[src/rtl/dest_drain_arb_if.sv]
// dest_drain_arb_if: FIFO-side and sink-side signals of the destination drain arbiter.
interface dest_drain_arb_if #(
    parameter int DATA_W = 6,
    parameter int CNT_W  = 8
);
    logic              enable;
    logic              empty_d0;
    logic              empty_d1;
    logic [DATA_W-1:0] data_d0;
    logic [DATA_W-1:0] data_d1;
    logic              pop_d0;
    logic              pop_d1;
    logic              sink_ready;
    logic              valid_out;
    logic [DATA_W-1:0] data_out;
    logic              dest_out;
    logic              cnt_clr;
    logic [CNT_W-1:0]  cnt_d0;
    logic [CNT_W-1:0]  cnt_d1;
    logic              route_err;
    logic              idle;
    modport slave (
        input  enable, empty_d0, empty_d1, data_d0, data_d1, sink_ready, cnt_clr,
        output pop_d0, pop_d1, valid_out, data_out, dest_out, cnt_d0, cnt_d1, route_err, idle
    );
    modport master (
        output enable, empty_d0, empty_d1, data_d0, data_d1, sink_ready, cnt_clr,
        input  pop_d0, pop_d1, valid_out, data_out, dest_out, cnt_d0, cnt_d1, route_err, idle
    );
endinterface

[src/rtl/dest_drain_arb.sv]
// dest_drain_arb: round-robin drain of destination FIFOs D0/D1 onto one tagged valid/ready port.
module dest_drain_arb #(
    parameter int DATA_W = 6,
    parameter int CNT_W  = 8,
    parameter int DEST_B = 4
) (
    input logic             clk,
    input logic             reset,
    dest_drain_arb_if.slave bus
);
    localparam logic [1:0] IDLE = 2'd0;
    localparam logic [1:0] WAIT = 2'd1;
    localparam logic [1:0] HOLD = 2'd2;
    logic [1:0]        state_q, state_d;
    logic              last_q, last_d;
    logic              valid_q, valid_d;
    logic [DATA_W-1:0] data_q, data_d;
    logic              dest_q, dest_d;
    logic [CNT_W-1:0]  cnt0_q, cnt0_d, cnt1_q, cnt1_d;
    logic              err_q, err_d;
    logic              accept, grant, tgt;
    logic [DATA_W-1:0] word;
    // last_q already names the granted FIFO by the time we sit in WAIT
    always_comb begin
        accept  = state_q == HOLD && bus.sink_ready;
        grant   = !reset && bus.enable && !(bus.empty_d0 && bus.empty_d1) && (state_q == IDLE || accept);
        tgt     = last_q ? bus.empty_d0 : !bus.empty_d1;
        word    = last_q ? bus.data_d1 : bus.data_d0;
        state_d = grant ? WAIT : state_q == WAIT ? HOLD : (state_q == HOLD && !accept) ? HOLD : IDLE;
        last_d  = grant ? tgt : last_q;
        valid_d = state_q == WAIT ? 1'b1 : accept ? 1'b0 : valid_q;
        data_d  = state_q == WAIT ? word : data_q;
        dest_d  = state_q == WAIT ? last_q : dest_q;
        err_d   = err_q | (state_q == WAIT && word[DEST_B] != last_q);
        cnt0_d  = bus.cnt_clr ? '0 : (accept && !dest_q && !(&cnt0_q)) ? cnt0_q + CNT_W'(1) : cnt0_q;
        cnt1_d  = bus.cnt_clr ? '0 : (accept && dest_q && !(&cnt1_q)) ? cnt1_q + CNT_W'(1) : cnt1_q;
    end
    always_ff @(posedge clk) begin
        if (reset) begin
            state_q <= IDLE;
            last_q  <= 1'b1;
            valid_q <= 1'b0;
            data_q  <= '0;
            dest_q  <= 1'b0;
            cnt0_q  <= '0;
            cnt1_q  <= '0;
            err_q   <= 1'b0;
        end else begin
            state_q <= state_d;
            last_q  <= last_d;
            valid_q <= valid_d;
            data_q  <= data_d;
            dest_q  <= dest_d;
            cnt0_q  <= cnt0_d;
            cnt1_q  <= cnt1_d;
            err_q   <= err_d;
        end
    end
    assign bus.pop_d0    = grant && !tgt;
    assign bus.pop_d1    = grant && tgt;
    assign bus.valid_out = valid_q;
    assign bus.data_out  = data_q;
    assign bus.dest_out  = dest_q;
    assign bus.cnt_d0    = cnt0_q;
    assign bus.cnt_d1    = cnt1_q;
    assign bus.route_err = err_q;
    assign bus.idle      = state_q == IDLE && !valid_q;
endmodule

[src/flat_wrapper.sv]
// flat-port wrapper written by rule: the top's interface ports become plain ports
module dest_drain_arb_flat 
#(
    parameter int DATA_W = 6,
    parameter int CNT_W  = 8,
    parameter int DEST_B = 4
)
  (clk, reset, bus_enable, bus_empty_d0, bus_empty_d1, bus_data_d0, bus_data_d1, bus_sink_ready, bus_cnt_clr, bus_pop_d0, bus_pop_d1, bus_valid_out, bus_data_out, bus_dest_out, bus_cnt_d0, bus_cnt_d1, bus_route_err, bus_idle);
  dest_drain_arb_if #(.DATA_W(DATA_W), .CNT_W(CNT_W)) bus_i ();
  input logic clk;
  input logic reset;
  input wire logic [$bits(bus_i.enable)-1:0] bus_enable;
  input wire logic [$bits(bus_i.empty_d0)-1:0] bus_empty_d0;
  input wire logic [$bits(bus_i.empty_d1)-1:0] bus_empty_d1;
  input wire logic [$bits(bus_i.data_d0)-1:0] bus_data_d0;
  input wire logic [$bits(bus_i.data_d1)-1:0] bus_data_d1;
  input wire logic [$bits(bus_i.sink_ready)-1:0] bus_sink_ready;
  input wire logic [$bits(bus_i.cnt_clr)-1:0] bus_cnt_clr;
  output wire logic [$bits(bus_i.pop_d0)-1:0] bus_pop_d0;
  output wire logic [$bits(bus_i.pop_d1)-1:0] bus_pop_d1;
  output wire logic [$bits(bus_i.valid_out)-1:0] bus_valid_out;
  output wire logic [$bits(bus_i.data_out)-1:0] bus_data_out;
  output wire logic [$bits(bus_i.dest_out)-1:0] bus_dest_out;
  output wire logic [$bits(bus_i.cnt_d0)-1:0] bus_cnt_d0;
  output wire logic [$bits(bus_i.cnt_d1)-1:0] bus_cnt_d1;
  output wire logic [$bits(bus_i.route_err)-1:0] bus_route_err;
  output wire logic [$bits(bus_i.idle)-1:0] bus_idle;
  assign bus_i.enable = bus_enable;
  assign bus_i.empty_d0 = bus_empty_d0;
  assign bus_i.empty_d1 = bus_empty_d1;
  assign bus_i.data_d0 = bus_data_d0;
  assign bus_i.data_d1 = bus_data_d1;
  assign bus_i.sink_ready = bus_sink_ready;
  assign bus_i.cnt_clr = bus_cnt_clr;
  assign bus_pop_d0 = bus_i.pop_d0;
  assign bus_pop_d1 = bus_i.pop_d1;
  assign bus_valid_out = bus_i.valid_out;
  assign bus_data_out = bus_i.data_out;
  assign bus_dest_out = bus_i.dest_out;
  assign bus_cnt_d0 = bus_i.cnt_d0;
  assign bus_cnt_d1 = bus_i.cnt_d1;
  assign bus_route_err = bus_i.route_err;
  assign bus_idle = bus_i.idle;
  dest_drain_arb #(.DATA_W(DATA_W), .CNT_W(CNT_W), .DEST_B(DEST_B)) u_core (.clk(clk), .reset(reset), .bus(bus_i));
endmodule
[config.mk]
export PLATFORM = sky130hd
export DESIGN_NAME = dest_drain_arb_flat
export DESIGN_NICKNAME = d
export VERILOG_FILES = /design/src/rtl/dest_drain_arb_if.sv /design/src/rtl/dest_drain_arb.sv /design/src/flat_wrapper.sv
export SDC_FILE = /design/constraint.sdc
export NUM_CORES = 1
export LEC_CHECK = 0
export ABC_AREA = 1
export ABC_CLOCK_PERIOD_IN_PS = 1700
export CAP_MARGIN = 20
export CORE_MARGIN = 4
export CORE_UTILIZATION = 40
export DETAILED_ROUTE_END_ITERATION = 16
export DONT_BUFFER_PORTS = 1
export GPL_TIMING_DRIVEN = 0
export PLACE_DENSITY_LB_ADDON = 0.05
export SLEW_MARGIN = 20
export SYNTH_ARGS = -nofsm -noshare
export SYNTH_HDL_FRONTEND = slang
export SYNTH_SLANG_ARGS = --single-unit
export TNS_END_PERCENT = 5
[constraint.sdc]
create_clock -name clk -period 1.7 [get_ports clk]
set_input_delay 0.34 -clock clk [delete_from_list [all_inputs] [get_ports clk]]
set_output_delay 0.34 -clock clk [all_outputs]
set_load 0.02 [all_outputs]
==> results of run 1 <==
==> power by group through the flow <==
stage | Sequential (uW) | Combinational, uW | Clock [uW]
3_3_place_gp | 725 | 98.2 | 0
3_5_place_dp | 726 | 102 | 0
4_1_cts | 712 | 116 | 345
2_1_floorplan | 721 | 84.0 | 0
5_1_grt | 715 | 135 | 375
6_report | 711 | 119 | 332
==> registers in the layout, indices dropped and copies added (netlist names) <==
| signal | cells |
|---|---|
| u_core.bus.cnt_d0 | 8 |
| u_core.bus.cnt_d1 | 8 |
| u_core.bus.data_out | 6 |
| u_core.bus.dest_out | 1 |
| u_core.bus.route_err | 1 |
| u_core.bus.valid_out | 1 |
| u_core.last_q | 1 |
| u_core.state_q | 2 |
==> metal layers <==
metal | track usage, % | up-vias | wire (um)
li1 | - | 687 | -
met1 | 18.9 | 581 | 1430
met2 | 24.8 | 31 | 1530
met3 | 3.28 | 2 | 202
met4 | 5.46 | 0 | 27
met5 | 0 | - | 0
==> placed cells by master, fill, tap and decap left out, types with 3 or more instances in the layout <==
| master | n |
|---|---|
| nand2_1 | 51 |
| nor2_1 | 30 |
| a21oi_1 | 24 |
| dfxtp_1 | 24 |
| inv_1 | 22 |
| nand3_1 | 10 |
| o21ai_0 | 10 |
| nand2_2 | 4 |
| nor2_4 | 4 |
| dfxtp_2 | 4 |
| nand4_1 | 3 |
| clkbuf_4 | 3 |
==> area by class of cell <==
type / instances / area [sq um] / share of cell area (%)
tap: 46 / 57.6 / 3.59
sequential: 28 / 566 / 35.3
multi-input combinational: 153 / 801 / 49.9
inverter: 27 / 111 / 6.94
buffer: 3 / 25.0 / 1.56
timing repair buffer: 1 / 7.51 / 0.468
clock buffer: 4 / 36.3 / 2.26
==> cell families after synthesis <==
| group | synth area share, % |
|---|---|
| adder cells (fa/ha/maj) | 1.72 |
| AO/OA/AOI/OAI | 13.2 |
| XOR/XNOR | 1.81 |
| buffers and inverters | 8.71 |
| AND/OR/NAND/NOR | 35.9 |
| flip-flops | 38.6 |
==> cell usage after synthesis, drive strengths merged <==
master / count
a21oi: 25
inv: 26
xor2: 2
clkbuf: 2
buf: 1
nand3: 14
nor2: 35
nand3b: 1
o211ai: 1
dfxtp: 28
nor3: 2
clkinv: 1
nand4: 3
xnor2: 1
ha: 2
o21ai: 11
nand2: 56
==> final timing paths <==
path	endpoint	slack (ps)	cells past startpoint	from
setup reg to reg	u_core.bus.cnt_d1[2]	150	7	u_core.bus.cnt_d1[0]
hold reg to reg	u_core.bus.cnt_d1[1]	560	2	u_core.bus.cnt_d1[1]
setup / recovery	bus_pop_d0	30	6	u_core.last_q
hold / removal	u_core.bus.data_out[2]	130	2	bus_data_d1[2]
==> critical path, delay by kind of cell (launching register included) <==
kind                   cells  cell delay, ps
buffers and inverters      3             310
AO/OA/AOI/OAI              1             100
AND/OR/NAND/NOR            2             260
flip-flops                 1             330
==> repair_timing <==
action                                  in CTS  in global routing
resized for setup                           13                  7
endpoints found under the setup margin       2                  9
buffers inserted                             1                  0
pin swaps                                    3                  1
==> stage by stage <==
step | cells | hold WS (ps) | power [uW] | cell area (sq um) | util (%)
after detailed placement | 257 | 496 | 828 | 1510 | 44.2
after global routing | 262 | 116 | 1230 | 1600 | 47.0
after floorplan | 211 | 486 | 805 | 1450 | -
after CTS | 262 | 121 | 1170 | 1590 | 46.5
final | 262 | 133 | 1160 | 1600 | 47.0
after global placement | 257 | 491 | 823 | 1510 | 44.2
==> flow_summary.yaml, run 1 <==
die:
  io_pins: 47
  die-height_um: 68.2
  dieWidth_um: 68.2
  core_area_sq_um: 3420
  die_area_sq_um: 4660
  placementRows: 21
  initial_utilization_pct: 42.5
placed_design:
  portBuffers: 0
  pre_cts_slack_ps: 103
  routabilityCongestion: 0.805
  post-dp-hpwl_mm: 2.46
yosys:
  seq_area_frac_synth_pct: 38.6
  yosys.area.top_type: "dfxtp_1"
  synth_area_sq_um: 1450
  synth_nets: 232
  synthCells: 211
  ys_types: 26
  ys_seq_elements: 28
  syn_area_per_cell_sq_um: 6.88
  ys_warn_count: 0
  synth_top_area_share_pct: 38.6
  synth_area_leaders: "dfxtp_1, nand2_1, a21oi_1, nor2_1, inv_1"
global_routing:
  grt.overflow.total: 0
  antenna_found_initial: 0
  first_global_vias: 1260
  grt_max_degree: 16
  grt_pass1_wl_mm: 5.40
  grt_usage_pct: 15.0
drt:
  ant_nets: 0
  post_drt_wl_per_cell_um: 12.2
  vias: 1301
  drt_wl_total_mm: 3.19
  first_iter_violations: 63
  drc: 0
  first_pass_iters: 4
  via_per_inst: 4.97
timing:
  slew-limit-headroom_pct: 70.1
  rsz0062_at_grt: "yes"
  fin_tns_setup_ps: 0
  post-route-period-util_pct: 98.5
  fmax_mhz: 597
  setup_violations: 0
  fin_ws_ps: 26.2
  clock_skew_ps: 5.16
  hold_viol: 0
  worst_slew_pin_slew_ps: 448
  min_period_ps: 1670
  slew_violations: 0
power_and_ir_drop:
  p_leak_uw: 0.000606
  pwr-share-seq_pct: 61.2
  power_density_nw_per_um2: 725
  p_sw_share_pct: 27.2
  pwr-share-clk_pct: 28.5
  p_comb_share_pct: 10.3
  p_int_uw: 846
  power_switching_uw: 316
  ir_drop_mv: 0.319
cells_and_area:
  n_antenna_cell: 0
  fin_nets: 238
  n_fill_cell: 370
  drive_gt1_share_pct: 14.4
  areaGrowthSynthToFinish_pct: 10.5
clock_network:
  clk_pin_slew_ps: 160
  clock-sinks: 28
  cts_tree: "built"
  cts-root-buf: "clkbuf_4"
  clock_latency_ps: 330
  cts_buffer_depth: 2
  cts_htree_levels: 1
  cts_buffers: 3
  cts_hold_buf: 0
job:
  drv_cap: 0
setup_path:
  crit_path_start_kind: "flip-flop"
  path_cells: "buf_4 -> inv_8 -> nand2_1 -> o21ai_4 -> inv_2 -> nor2_4"
  cp_slowest_cell: "dfxtp_1"
  arrival_ps: 1330
  path_max_fanout: 10
  crit_path_max_incr_delay_ps: 330
  worstSetupEndpointType: "output pin"
  critical_path_required_ps: 1360
  path_class: "reg2out"
min_path:
  hold_path_class: "in2reg"
outcome:
  status: "finished, final reports clean"
No activity file was read; power rests on OpenSTA's default activity.
==> run 2: changes to the inputs <==
--- a/config.mk
+++ b/config.mk
@@ -5,7 +5,6 @@
 export SDC_FILE = /design/constraint.sdc
 export NUM_CORES = 1
 export LEC_CHECK = 0
-export ABC_AREA = 1
 export ABC_CLOCK_PERIOD_IN_PS = 1700
 export CAP_MARGIN = 20
 export CORE_MARGIN = 4
==> run 2 against run 1 <==
The run now ends with negative setup slack left. Largest power group unchanged. Count of clock-buffer cells in the layout is the same. Largest cell class unchanged. Clock power up 1%. Final area shrank 9.5%. Critical path depth decreased by 3. Sequential share of layout area grew 4.4 points.
==> flow_summary.yaml, run 2 <==
yosys:
  synth_edf_count: 0
  synth_nets: 167
  ys_warn_count: 0
  yosysMostFrequentCell: "dfxtp_1"
  synth_top_area_share_pct: 43.2
  synth_area_leaders: "dfxtp_1, mux2i_1, nor2_1, xor2_1, a211oi_1"
  yosys-top-cells-count: "dfxtp_1, nor2_1, mux2i_1"
  async_reset_ff_share_pct: 0
  synth_ff_type: "dfxtp_1"
  seq_area_frac_synth_pct: 43.2
  ys_types: 36
  syn_area_per_cell_sq_um: 8.88
  synth_area_sq_um: 1300
  synthCells: 146
  yosys.area.top_type: "dfxtp_1"
  ys_seq_elements: 28
power_and_ir_drop:
  p_total_uw: 1140
  pwr-share-clk_pct: 29.6
  ir_drop_mv: 0.334
  pwr-share-seq_pct: 62.8
  p_comb_share_pct: 7.7
  power_switching_uw: 297
  p_sw_share_pct: 26.1
  p_leak_uw: 0.000545
  power_density_nw_per_um2: 784
  p_int_uw: 842
setup_path:
  rr_endpoint: "u_core.bus.cnt_d1[3]"
  path_max_fanout: 7
  path_class: "reg2out"
  crit_path_start_kind: "flip-flop"
  path_cells: "or2b_1 -> nand3_4 -> nor3_4"
  crit_path_max_incr_delay_ps: 390
  cp_top_family: "simple AND/OR/NAND/NOR gates"
  r2r_cells: 6
  cp_num_buf_inv: 0
  cp_slowest_cell: "dfxtp_4"
  arrival_ps: 1370
  critical_path_required_ps: 1360
  rr_startpoint: "u_core.bus.cnt_d1[1]"
  reg2reg_slack_ps: 120
  worstSetupEndpointType: "output pin"
min_path:
  min_to: "u_core.state_q[0]"
  min_delay_path_depth: 1
  hold_path_class: "in2reg"
  min_from: "bus_empty_d0"
global_routing:
  grt.overflow.total: 0
  grt_max_degree: 16
  grt_usage_pct: 14.5
  antenna_found_initial: 0
  first_global_vias: 1056
  grt_pass1_wl_mm: 4.86
placed_design:
  routabilityCongestion: 0.723
  post-dp-hpwl_mm: 2.11
  portBuffers: 0
drt:
  first_iter_violations: 54
  post_drt_wl_per_cell_um: 14.9
  first_pass_iters: 4
  drt_wl_total_mm: 2.91
  via_per_inst: 5.59
  vias: 1090
  drc: 0
  ant_nets: 0
outcome:
  violations: "negative setup slack"
  status: "finished with violations"
die:
  die-height_um: 64.9
  die_area_sq_um: 4220
  io_pins: 47
  placementRows: 20
  dieWidth_um: 64.9
  initial_utilization_pct: 42.1
  core_area_sq_um: 3080
timing:
  holdWs_ps: 70.9
  fmax_mhz: 584
  fin_ws_ps: -11.9
  post-route-period-util_pct: 101
  hold_viol: 0
  slew-limit-headroom_pct: 56.3
  min_period_ps: 1710
  slew_violations: 0
  worst_slew_pin_slew_ps: 650
  setup_violations: 1
  rsz0062_at_grt: "yes"
  clock_skew_ps: 3.42
cells_and_area:
  fin_nets: 173
  finalCoreUtilization_pct: 47.2
  n_fill_cell: 329
  n_antenna_cell: 0
  final_cell_mix: "nor2_1, dfxtp_1, mux2i_1"
  drive_gt1_share_pct: 15.9
  final_common_cell: "nor2_1"
  areaGrowthSynthToFinish_pct: 12.0
clock_network:
  cts_buffer_depth: 2
  cts_buffers: 3
  cts_htree_levels: 1
  clock-sinks: 28
  clk_pin_slew_ps: 150
  cts-root-buf: "clkbuf_4"
  clock_latency_ps: 330
  cts_tree: "built"
  cts_hold_buf: 0
job:
  drv_cap: 0
==> run 2: worst register-to-register path, stage by stage, from the launching register on <==
cell and delay, ps:
dfxtp_2 460, ha_1 220, nand4_1 150, buf_4 200
o211ai_1 210, xor2_1 180, nor2_1 50
==> run 2: power groups by stage <==
stage                     sequential (uW)  combinational, uW  clock, uW
after global placement                725               81.5          0
after floorplan                       720               69.5          0
final                                 714               87.6        336
after detailed placement              726               83.5          0
after global routing                  718               98.2        378
after CTS                             717               86.2        348
==> run 2: routing by layer <==
metal  GRT usage (%)  share of wire, %
met1            17.0                44
met2            25.3                47
met3            4.16               7.6
met4            4.75               1.0
met5               0                 0
==> run 2: logic make-up after synthesis <==
kind of cell / Yosys count / share of synthesized area [%]
simple gates: 64 / 25.4
compound gates: 28 / 14.8
mux: 11 / 8.49
xor+xnor: 6 / 4.05
fa+ha+maj: 2 / 1.93
flops: 28 / 43.2
buf+inv: 7 / 2.12
==> run 2: timing repair <==
item / in CTS / in global routing
resized for setup: 12 / 6
endpoints found under the setup margin: 7 / 12
pin swaps: 1 / 2
endpoints found under the hold margin: 0 / 0
buffers inserted: 0 / 2
==> run 2: how the worst max path moves through the flow <==
stage | start | to | slack (ps) | cells after the start
after floorplan | reset | bus_pop_d0 | 100 | 4
after global placement | u_core.last_q | bus_pop_d0 | -50 | 3
after detailed placement | u_core.last_q | bus_pop_d0 | -80 | 3
after CTS | u_core.state_q[1] | bus_pop_d1 | -7 | 3
after global routing | u_core.state_q[1] | bus_pop_d1 | -80 | 3
final | u_core.state_q[1] | bus_pop_d1 | -10 | 3
==> run 2: area by class of cell <==
type	instances	area (sq um)	area share (%)
Clock buffer	4	36.3	2.50
Multi-Input combinational cell	111	746	51.4
Inverter	1	3.75	0.259
Sequential cell	28	576	39.7
Tap cell	44	55.1	3.79
Buffer	5	20.0	1.38
Timing Repair Buffer	2	15.0	1.03
==> run 2: stage by stage <==
step,TNS [ps],setup slack (ps),cell area [sq um],instances
after floorplan,0,97.1,1300,146
after global placement,-86.4,-46.3,1350,190
after detailed placement,-163,-82.1,1350,190
after CTS,-7.37,-7.37,1430,193
after global routing,-195,-82.3,1450,195
final,-11.9,-11.9,1450,195
==> run 3: changes to the inputs <==
--- a/config.mk
+++ b/config.mk
@@ -13,6 +13,7 @@
 export DONT_BUFFER_PORTS = 1
 export GPL_TIMING_DRIVEN = 0
 export PLACE_DENSITY_LB_ADDON = 0.05
+export SETUP_SLACK_MARGIN = 0.05
 export SLEW_MARGIN = 20
 export SYNTH_ARGS = -nofsm -noshare
 export SYNTH_HDL_FRONTEND = slang
==> run 3 against run 2 <==
The run now ends clean. Wire length grew 2.2%. Final cell count grew 1.0%. Die area is the same. First-iteration DRC count did not move. Power barely moved. Final area rose by 2.2%. Critical path depth unchanged. Register-to-register slack improved by 30 ps. Worst hold slack gained 2.5 ps. Sequential power fell by 0.8%. Global-route usage up 0.15 points. Largest cell class unchanged. Largest power group unchanged.
==> flow_summary.yaml, run 3 (same netlist as run 2, synthesis figures left out) <==
outcome:
  status: "finished, final reports clean"
timing:
  post-route-period-util_pct: 100
  hold_viol: 0
  clock_skew_ps: 1.79
  rsz0062_at_grt: "yes"
  slew_violations: 0
  holdWs_ps: 73.4
  worst_slew_pin_slew_ps: 650
  fin_tns_setup_ps: 0
  setup_violations: 0
  slew-limit-headroom_pct: 56.3
  fmax_mhz: 588
  min_period_ps: 1700
job:
  drv_cap: 0
cells_and_area:
  final_cell_mix: "nor2_1, dfxtp_1, mux2i_1"
  drive_gt1_share_pct: 20.3
  areaGrowthSynthToFinish_pct: 14.4
  finalCoreUtilization_pct: 48.2
  final_common_cell: "nor2_1"
  n_antenna_cell: 0
  fin_nets: 175
  n_fill_cell: 325
clock_network:
  cts_buffers: 3
  clock_latency_ps: 330
  cts_hold_buf: 0
  clk_pin_slew_ps: 150
  cts_htree_levels: 1
  cts_tree: "built"
  cts_buffer_depth: 2
  clock-sinks: 28
  cts-root-buf: "clkbuf_4"
drt:
  first_pass_iters: 4
  drc: 0
  vias: 1104
  ant_nets: 0
  via_per_inst: 5.60
  drt_wl_total_mm: 2.97
  first_iter_violations: 54
  post_drt_wl_per_cell_um: 15.1
global_routing:
  antenna_found_initial: 0
  first_global_vias: 1069
  grt_usage_pct: 14.7
  grt_max_degree: 16
  grt.overflow.total: 0
  grt_pass1_wl_mm: 4.93
die:
  die_area_sq_um: 4220
  placementRows: 20
  initial_utilization_pct: 42.1
  die-height_um: 64.9
  io_pins: 47
  core_area_sq_um: 3080
  dieWidth_um: 64.9
setup_path:
  arrival_ps: 1360
  path_max_fanout: 5
  worstSetupEndpointType: "output pin"
  crit_path_start_kind: "flip-flop"
  critical_path_required_ps: 1360
  path_class: "reg2out"
power_and_ir_drop:
  ir_drop_mv: 0.332
  power_density_nw_per_um2: 768
  p_leak_uw: 0.000554
  p_total_uw: 1140
min_path:
  hold_path_class: "in2reg"
placed_design:
  post-dp-hpwl_mm: 2.11
  portBuffers: 0
  routabilityCongestion: 0.723
==> run 3: cell types whose count changed in the layout (fill, tap and decap cells not counted), sizes merged <==
cell,change
buf,+3
clkbuf,-1
==> run 3: final cells by class <==
type / count / area (sq um) / area share [%]
Clock buffer: 4 / 36.3 / 2.45
Timing Repair Buffer: 3 / 22.5 / 1.52
Buffer: 6 / 27.5 / 1.86
Tap cell: 44 / 55.1 / 3.71
Inverter: 1 / 3.75 / 0.253
Sequential cell: 28 / 579 / 39.1
Multi-Input combinational cell: 111 / 758 / 51.1
==> run 3: worst max-delay path: stages, from the launching register on <==
cell and delay, ps:
dfxtp_4 390, or2b_1 210, nand3_4 120, nor3_4 310
==> run 3: timing repair <==
action	in CTS	in global routing
hold endpoints to repair	0	0
buffers inserted	0	3
setup endpoints to repair	10	16
gates resized for setup	14	13
cloned	0	0
pin swaps	2	2
==> run 3: worst paths after layout <==
kind | from | endpoint | slack, ps | depth (start not counted)
worst min-delay path | bus_empty_d0 | u_core.state_q[0] | 70 | 1
worst min register to register | u_core.bus.cnt_d0[5] | u_core.bus.cnt_d0[5] | 600 | 2
worst max-delay path | u_core.state_q[1] | bus_pop_d1 | 0.09 | 3
worst max register to register | u_core.state_q[1] | u_core.bus.cnt_d1[5] | 150 | 5
==> run 3: report_power, final <==
part           leakage, uW  switching (uW)  internal [uW]
clock            0.0000210             202            131
combinational     0.000302            56.5           39.9
sequential        0.000231            36.1            672
==> run 3: per-layer routing <==
| layer | GRT usage [%] | vias to the layer above | part of all wire, % |
|---|---|---|---|
| met5 | 0 | - | 0 |
| met4 | 4.75 | 0 | 0.98 |
| met3 | 4.16 | 4 | 7.7 |
| met2 | 25.7 | 32 | 47 |
| met1 | 17.2 | 518 | 44 |
| li1 | - | 550 | - |
==> run 3: through the flow <==
stage                     cells  cell area [sq um]  setup WS [ps]
after global routing        197               1480          -63.2
after floorplan             146               1300           97.1
final                       197               1480         0.0918
after CTS                   194               1430          -7.37
after detailed placement    190               1350          -82.1
after global placement      190               1350          -46.3
